**config.mk**
```make
export PLATFORM = sky130hd
export DESIGN_NAME = dmem_arbiter
export DESIGN_NICKNAME = d
export VERILOG_FILES = /design/src/rtl/dmem_pkg.sv /design/src/rtl/dmem_arb_pick.sv /design/src/rtl/dmem_arbiter.sv
export SDC_FILE = /design/constraint.sdc
export NUM_CORES = 1
export LEC_CHECK = 0
export CORE_ASPECT_RATIO = 1.5
export CORE_UTILIZATION = 43
export CTS_CLUSTER_DIAMETER = 150
export DETAILED_ROUTE_END_ITERATION = 12
export PLACE_DENSITY = 0.87
export RECOVER_POWER = 100
export SYNTH_ARGS = -nofsm -noshare
export SYNTH_HDL_FRONTEND = slang
export SYNTH_HIERARCHICAL = 1
export SYNTH_SLANG_ARGS = --single-unit
export TNS_END_PERCENT = 100
```
**constraint.sdc**
```tcl
create_clock -name Clock -period 2.66 [get_ports Clock]
set_clock_uncertainty 0.05 [all_clocks]
set_input_delay 0.532 -clock Clock [delete_from_list [all_inputs] [get_ports Clock]]
set_output_delay 0.532 -clock Clock [all_outputs]
set_load 0.02 [all_outputs]
```
**src/rtl/dmem_pkg.sv**
```systemverilog
// rtl/dmem_pkg.sv - shared constants, state encoding and address check for the data memory arbiter
//
// Purpose : common definitions imported by dmem_arbiter and dmem_arb_pick.
// Contents: MEM_BYTES, sequencer state enum, port-id constants and the
//           address-legality helper.
package dmem_pkg;

   localparam int MEM_BYTES = 128;

   localparam logic PORT_CPU = 1'b0;
   localparam logic PORT_DBG = 1'b1;

   typedef enum logic [1:0] {
      IDLE   = 2'd0,
      ACCESS = 2'd1,
      RESP   = 2'd2
   } arbState_t;

   // A word access touches addr and addr+1, so the last legal word starts at
   // MEM_BYTES-2 and odd addresses are never allowed.
   function automatic logic addrIllegal(input logic [15:0] addr);
      return addr[0] | (addr > 16'(MEM_BYTES - 2));
   endfunction

endpackage

```
**src/rtl/dmem_arb_pick.sv**
```systemverilog
// rtl/dmem_arb_pick.sv - combinational winner selection between the two memory requesters
//
// Purpose : decides which port is served when the sequencer is idle.
// Macro   : DMEM_ARB_RR_EN - defined: ties go to the port that was not served
//           last (round-robin); undefined: ties always go to port 0.
// Ports   : Req0, Req1  request lines of port 0 (CPU) and port 1 (debug/DMA)
//           Last        port id of the most recently completed access
//           Win         at least one port is requesting
//           WinPort     id of the winning port (meaningful when Win=1)
module dmem_arb_pick
   import dmem_pkg::*;
(
   input  logic Req0,
   input  logic Req1,
   input  logic Last,
   output logic Win,
   output logic WinPort
);

`ifdef DMEM_ARB_RR_EN
   localparam logic RR_EN = 1'b1;
`else
   localparam logic RR_EN = 1'b0;
`endif

   always_comb begin
      Win     = Req0 | Req1;
      WinPort = PORT_CPU;
      if (Req0 && Req1) begin
         WinPort = RR_EN ? ~Last : PORT_CPU;
      end else if (Req1) begin
         WinPort = PORT_DBG;
      end
   end

endmodule

```
**src/rtl/dmem_arbiter.sv**
```systemverilog
// rtl/dmem_arbiter.sv - two-port arbiter and IDLE/ACCESS/RESP sequencer for the 128-byte data memory
//
// Purpose : shares the single data memory port between the CPU load/store
//           unit (port 0) and the debug/DMA master (port 1). Every access takes
//           IDLE -> ACCESS -> RESP; illegal addresses are answered with Err and
//           never reach the memory.
// Macro   : DMEM_ARB_RR_EN - round-robin tie breaking (see dmem_arb_pick).
// Ports   : Clock, Reset              clock, synchronous active-high reset
//           Req/We/Addr/WData[0,1]    request and its fields, held until Gnt
//           Gnt[0,1]                  one-cycle grant, high in the ACCESS cycle
//           Valid/Err/RData[0,1]      one-cycle completion, high in RESP
//           MemAddress/MemWriteData   memory address / write data (0 outside ACCESS)
//           MemWrite/MemRead          memory strobes (ACCESS only, legal only)
//           MemReadData               combinational read data from memory
module dmem_arbiter
   import dmem_pkg::*;
(
   input  logic        Clock,
   input  logic        Reset,
   input  logic        Req0,
   input  logic        Req1,
   input  logic        We0,
   input  logic        We1,
   input  logic [15:0] Addr0,
   input  logic [15:0] Addr1,
   input  logic [15:0] WData0,
   input  logic [15:0] WData1,
   output logic        Gnt0,
   output logic        Gnt1,
   output logic        Valid0,
   output logic        Valid1,
   output logic        Err0,
   output logic        Err1,
   output logic [15:0] RData0,
   output logic [15:0] RData1,
   output logic [15:0] MemAddress,
   output logic [15:0] MemWriteData,
   output logic        MemWrite,
   output logic        MemRead,
   input  logic [15:0] MemReadData
);

   arbState_t   state;
   arbState_t   nextState;
   logic        cur;
   logic        last;
   logic        capWe;
   logic        errFlag;
   logic [15:0] capAddr;
   logic [15:0] capWData;
   logic [15:0] respData;

   logic        win;
   logic        winPort;
   logic        selWe;
   logic [15:0] selAddr;
   logic [15:0] selWData;

   dmem_arb_pick uPick (
      .Req0    (Req0),
      .Req1    (Req1),
      .Last    (last),
      .Win     (win),
      .WinPort (winPort)
   );

   assign selWe    = (winPort == PORT_DBG) ? We1    : We0;
   assign selAddr  = (winPort == PORT_DBG) ? Addr1  : Addr0;
   assign selWData = (winPort == PORT_DBG) ? WData1 : WData0;

   always_ff @(posedge Clock) begin
      if (Reset) begin
         state    <= IDLE;
         cur      <= PORT_CPU;
         last     <= PORT_DBG;
         capWe    <= 1'b0;
         errFlag  <= 1'b0;
         capAddr  <= '0;
         capWData <= '0;
         respData <= '0;
      end else begin
         state <= nextState;
         case (state)
            IDLE: begin
               if (win) begin
                  cur      <= winPort;
                  capWe    <= selWe;
                  capAddr  <= selAddr;
                  capWData <= selWData;
                  errFlag  <= addrIllegal(selAddr);
               end
            end
            ACCESS: begin
               // Writes and rejected accesses return zero so RData never
               // carries stale memory contents.
               respData <= (capWe | errFlag) ? 16'h0000 : MemReadData;
            end
            RESP: begin
               last <= cur;
            end
            default: begin
            end
         endcase
      end
   end

   always_comb begin
      nextState    = state;
      Gnt0         = 1'b0;
      Gnt1         = 1'b0;
      Valid0       = 1'b0;
      Valid1       = 1'b0;
      Err0         = 1'b0;
      Err1         = 1'b0;
      RData0       = '0;
      RData1       = '0;
      MemAddress   = '0;
      MemWriteData = '0;
      MemWrite     = 1'b0;
      MemRead      = 1'b0;

      case (state)
         IDLE: begin
            if (win) begin
               nextState = ACCESS;
            end
         end
         ACCESS: begin
            Gnt0         = (cur == PORT_CPU);
            Gnt1         = (cur == PORT_DBG);
            MemAddress   = capAddr;
            MemWriteData = capWData;
            // Reset gates the write combinationally so an access aborted in
            // this cycle cannot commit half-way at the closing edge.
            MemWrite     = capWe & ~errFlag & ~Reset;
            MemRead      = ~capWe & ~errFlag;
            nextState    = RESP;
         end
         RESP: begin
            if (cur == PORT_DBG) begin
               Valid1 = 1'b1;
               Err1   = errFlag;
               RData1 = respData;
            end else begin
               Valid0 = 1'b1;
               Err0   = errFlag;
               RData0 = respData;
            end
            nextState = IDLE;
         end
         default: begin
            nextState = IDLE;
         end
      endcase
   end

endmodule

```
== After elaboration in Yosys (flattened, before gate mapping) ==
Index checks and enable logic that the tools add are counted.
Word-level totals
  output and inout bits: 72
  input bits: 86
  logic and storage cells: 50
  register bits after elaboration: 53
Operators by class
  $lt $le $gt $ge: 1
  mux-type cells: 26
  reductions and logical operators: 3
  bitwise operators: 10
  equality and inequality tests: 3
Operators with widths (count)
  16-bit two-way mux: 9
  16-bit by 7-bit > comparator with 1-bit output (second input constant): 1
  1-bit two-way mux: 15
  1-bit inverter: 4
  2-bit one-hot mux with 2 select lines: 1
  1-bit bitwise AND: 3
  1-bit bitwise OR: 3
  2-bit by 1-bit == test with 1-bit output (second input constant): 1
  2-bit == test (second input constant): 1
  2-bit logical NOT: 1
  2-bit two-way mux: 1
  2-bit by 1-bit != test with 1-bit output (second input constant): 1
  2-bit AND reduction: 1
  1-bit logical AND: 1

== Longest topological paths before layout ==
Gate-level depths: netlist of the first run.
  word-level depth: 5
  gate-level depth with buffers: 5
  gate-level depth less buffers: 4

== Modules after synthesis ==
Netlist of the first run, hierarchy kept.
By module, submodules not included
  dmem_arbiter: times used 1, area an instance 2970.3 um2, cells each 302, sequential area each 1081.0 um2
  dmem_arb_pick: times used 1, area an instance 12.5 um2, cells each 2, sequential area each 0.0 um2

== Least setup slack after synthesis of the first run ==
Ideal clock, no wire load.
  path type: reg2out
  start point: reg state[1]
  end point: out MemWrite
  buffers on the path: 1
  required time: 2078 ps
  arrival time: 1465 ps
  stages on the path, launching flop included: 4
  slack: 613 ps
  path through: dfxtp_1 nand2b_1 buf_2 nor4b_1
On the way
  longest elaborated chain between the ends: 2
Ends and longest elaborated chain
  start: declaration: RTL line dmem_arbiter.sv:43  | arbState_t state;
  start signal: assignment: RTL line dmem_arbiter.sv:82  | state <= nextState;
  2-bit by 1-bit == test with 1-bit output: RTL line dmem_arbiter.sv:122  | case (state)
  1-bit two-way mux: RTL line dmem_arbiter.sv:122
  end: declaration: RTL line dmem_arbiter.sv:38  | output logic MemWrite,
Every way passes these cells.

== Worst setup path in the final report of the first run ==
  start point: reg state[0]
  end point: out RData0[2]
On the way
  longest elaborated chain between the ends: 2
Ends and longest elaborated chain
  2-bit == test
  16-bit two-way mux: RTL line dmem_arbiter.sv:122
  end: declaration: RTL line dmem_arbiter.sv:34  | output logic [15:0] RData0,
Every way passes these cells.

==> results of run 1 <==
## per-layer routing
| metal | part of all wire (%) | wire length (um) |
|---|---|---|
| met5 | 0 | 0 |
| met4 | 1.8 | 145 |
| met3 | 7.9 | 627 |
| met2 | 53 | 4228 |
| met1 | 37 | 2957 |
## critical path: stages (launching register included)
cell and delay [ps]:
dfxtp_1 350, nand2b_2 230, nor2_2 90, buf_4 200, and2_1 140, dlygate4sd3_1 670
## through the flow
step / power [mW] / cells
2_1_floorplan: 1.271 / 302
3_3_place_gp: 1.494 / 520
3_5_place_dp: 1.512 / 520
4_1_cts: 2.085 / 528
5_1_grt: 2.130 / 529
6_report: 2.029 / 529
## path summary, 6_finish.rpt
path         slack (ps)           to       start
max                  90    RData0[2]    state[0]
min                 460   capAddr[4]  capAddr[4]
max reg2reg         790  capWData[5]    state[0]
min reg2reg         460   capAddr[4]  capAddr[4]
## registers in the layout, summed over array words and instances (netlist names)
signal and flops:
cur 1, state 2, respData 16, capWe 1
errFlag 1, capWData 16, capAddr 16
## layout make-up
class | instances | share of cell area, %
repair buffers | 168 | 36.30
multi-input cells | 223 | 35.87
flip-flops and latches | 53 | 23.07
well taps | 76 | 2.065
clock buffers | 6 | 1.793
clock inverters | 2 | 0.8152
inverters | 1 | 0.08152
## power groups by stage
stage | Clock (mW) | Sequential [mW] | Combinational, mW
CTS | 0.590 | 0.914 | 0.580
detailed placement | 0 | 0.932 | 0.580
floorplan | 0 | 0.918 | 0.353
finish | 0.573 | 0.913 | 0.543
global placement | 0 | 0.929 | 0.565
global route | 0.618 | 0.923 | 0.589
## timing repair
item | CTS | global route
buffers inserted | 0 | 1
endpoints found under the setup margin | 0 | 45
resized for setup | 0 | 2
==> flow_summary_export.csv, run 1 <==
group,metric,value,unit
finish,fillers,530,
clock_tree,cts_root_buffer,"clkbuf_8",
clock_tree,clockBufferDepth,2,
logic_synthesis,synth_area,0.002954,mm^2
pwr,switching_power,566.7,uW
sta,tns,0,ps
placed_design,place.gp.congestion,0.7344,
critical_path,cp-end-kind,"output port",
floorplan,die-area,0.007212,mm^2
route,drc_errors,0,
pwr,power_frac_comb,26.8,%
sta,fmax,389.3,MHz
global_routing,met1_usage,22.12,%
finish,layout_common_cells,"clkdlybuf4s50_1, and2_1, dfxtp_1",
pwr,p_int,1.462,mW
route,first_pass_iters,4,
hold_path,hp-class,"reg2reg",
global_routing,met2_usage,41.75,%
clock_tree,cts.clk_slew.worst_paths,90,ps
critical_path,worstPathMaxFanout,18,
critical_path,r2r_cells,4,
global_routing,met3_usage,5.642,%
finish,fin_util,70.02,%
clock_tree,htreeDepth,2,
logic_synthesis,synth-warning-count,6,
global_routing,grt_pass1_vias,2750,
route,via_per_inst,5.064,
route,drt_iter0_drc,122,
sta,setup_viol,0,
sta,slew_headroom,6.859,%
logic_synthesis,synth_fp_nets,388,
route,final_antenna_net_count,0,
clock_tree,hold_buffers,0,
sta,fin_crit,2569,ps
critical_path,worstSetupStartpointType,"register",
floorplan,dieWidth,69.68,um
finish,drive_gt1_share,13.69,%
floorplan,floorplan.initialDensity,44.92,%
logic_synthesis,syn-instance-count,302,
clock_tree,cts_tree,"done",
finish,area_growth,55.87,%
floorplan,die_h,103.5,um
placed_design,dp_slack,376.4,ps
flow_run,drv_cap,0,
finish,multiInputGateArea,0.001652,mm^2
global_routing,grt_start_max_net_pins,64,
finish,final-seq-area,0.001062,mm^2
route,routed_wirelength,7.958,mm
sta,hold_ws,455.6,ps
sta,worstMarginPinSlew,1397,ps
pwr,p_sw_share,27.94,%
critical_path,critical_path_class,"reg2out",
global_routing,grt_antenna_before_repair,0,
finish,n_antenna_cell,0,
clock_tree,clock-sinks,53,
placed_design,port_buffers,157,
sta,hold_viol,0,
route,post_drt_wl_per_cell,15.04,um
sta,drv_slew,0,
pwr,power_frac_seq,45.0,%
global_routing,overflow,0,
pwr,pwr-share-clk,28.2,%
logic_synthesis,syn_avg_cell_area,9.782,um^2
placed_design,placed_area,0.004559,mm^2
floorplan,ios,158,
global_routing,gr-max-usage-layer,"met2",
floorplan,core_area,0.006576,mm^2
status,status,"complete, no violations",
finish,final_common_cell,"clkdlybuf4s50_1",
finish,finalInstanceArea,0.004604,mm^2
pwr,peakVddDrop,0.3370,mV
route,vias,2679,
global_routing,grt_pass1_wl,12.74,mm
sta,setup_slack,91.17,ps
clock_tree,cts_buffers,5,
pwr,p_leak,1.798,nW
pwr,p_per_area,440.6,mW/mm^2
global_routing,track_usage,21.59,%
finish,nNetsFinal,538,
critical_path,worstPathArrival,1990,ps
sta,period_share,96.57,%
hold_path,whs_path_depth,2,
critical_path,cp.required,2080,ps
clock_tree,insertion_delay,300,ps
placed_design,dp_hpwl,6.041,mm
floorplan,num_rows,36,
Power figures use the tool's default switching activity.
==> inputs of run 2 (changes only) <==
--- a/config.mk
+++ b/config.mk
@@ -8,6 +8,7 @@
 export CORE_ASPECT_RATIO = 1.5
 export CORE_UTILIZATION = 43
 export CTS_CLUSTER_DIAMETER = 150
+export CTS_CLUSTER_SIZE = 20
 export DETAILED_ROUTE_END_ITERATION = 12
 export PLACE_DENSITY = 0.87
 export RECOVER_POWER = 100
==> results of run 2 <==
Same layout as run 1: the final DEF is identical, and so are final timing and power.
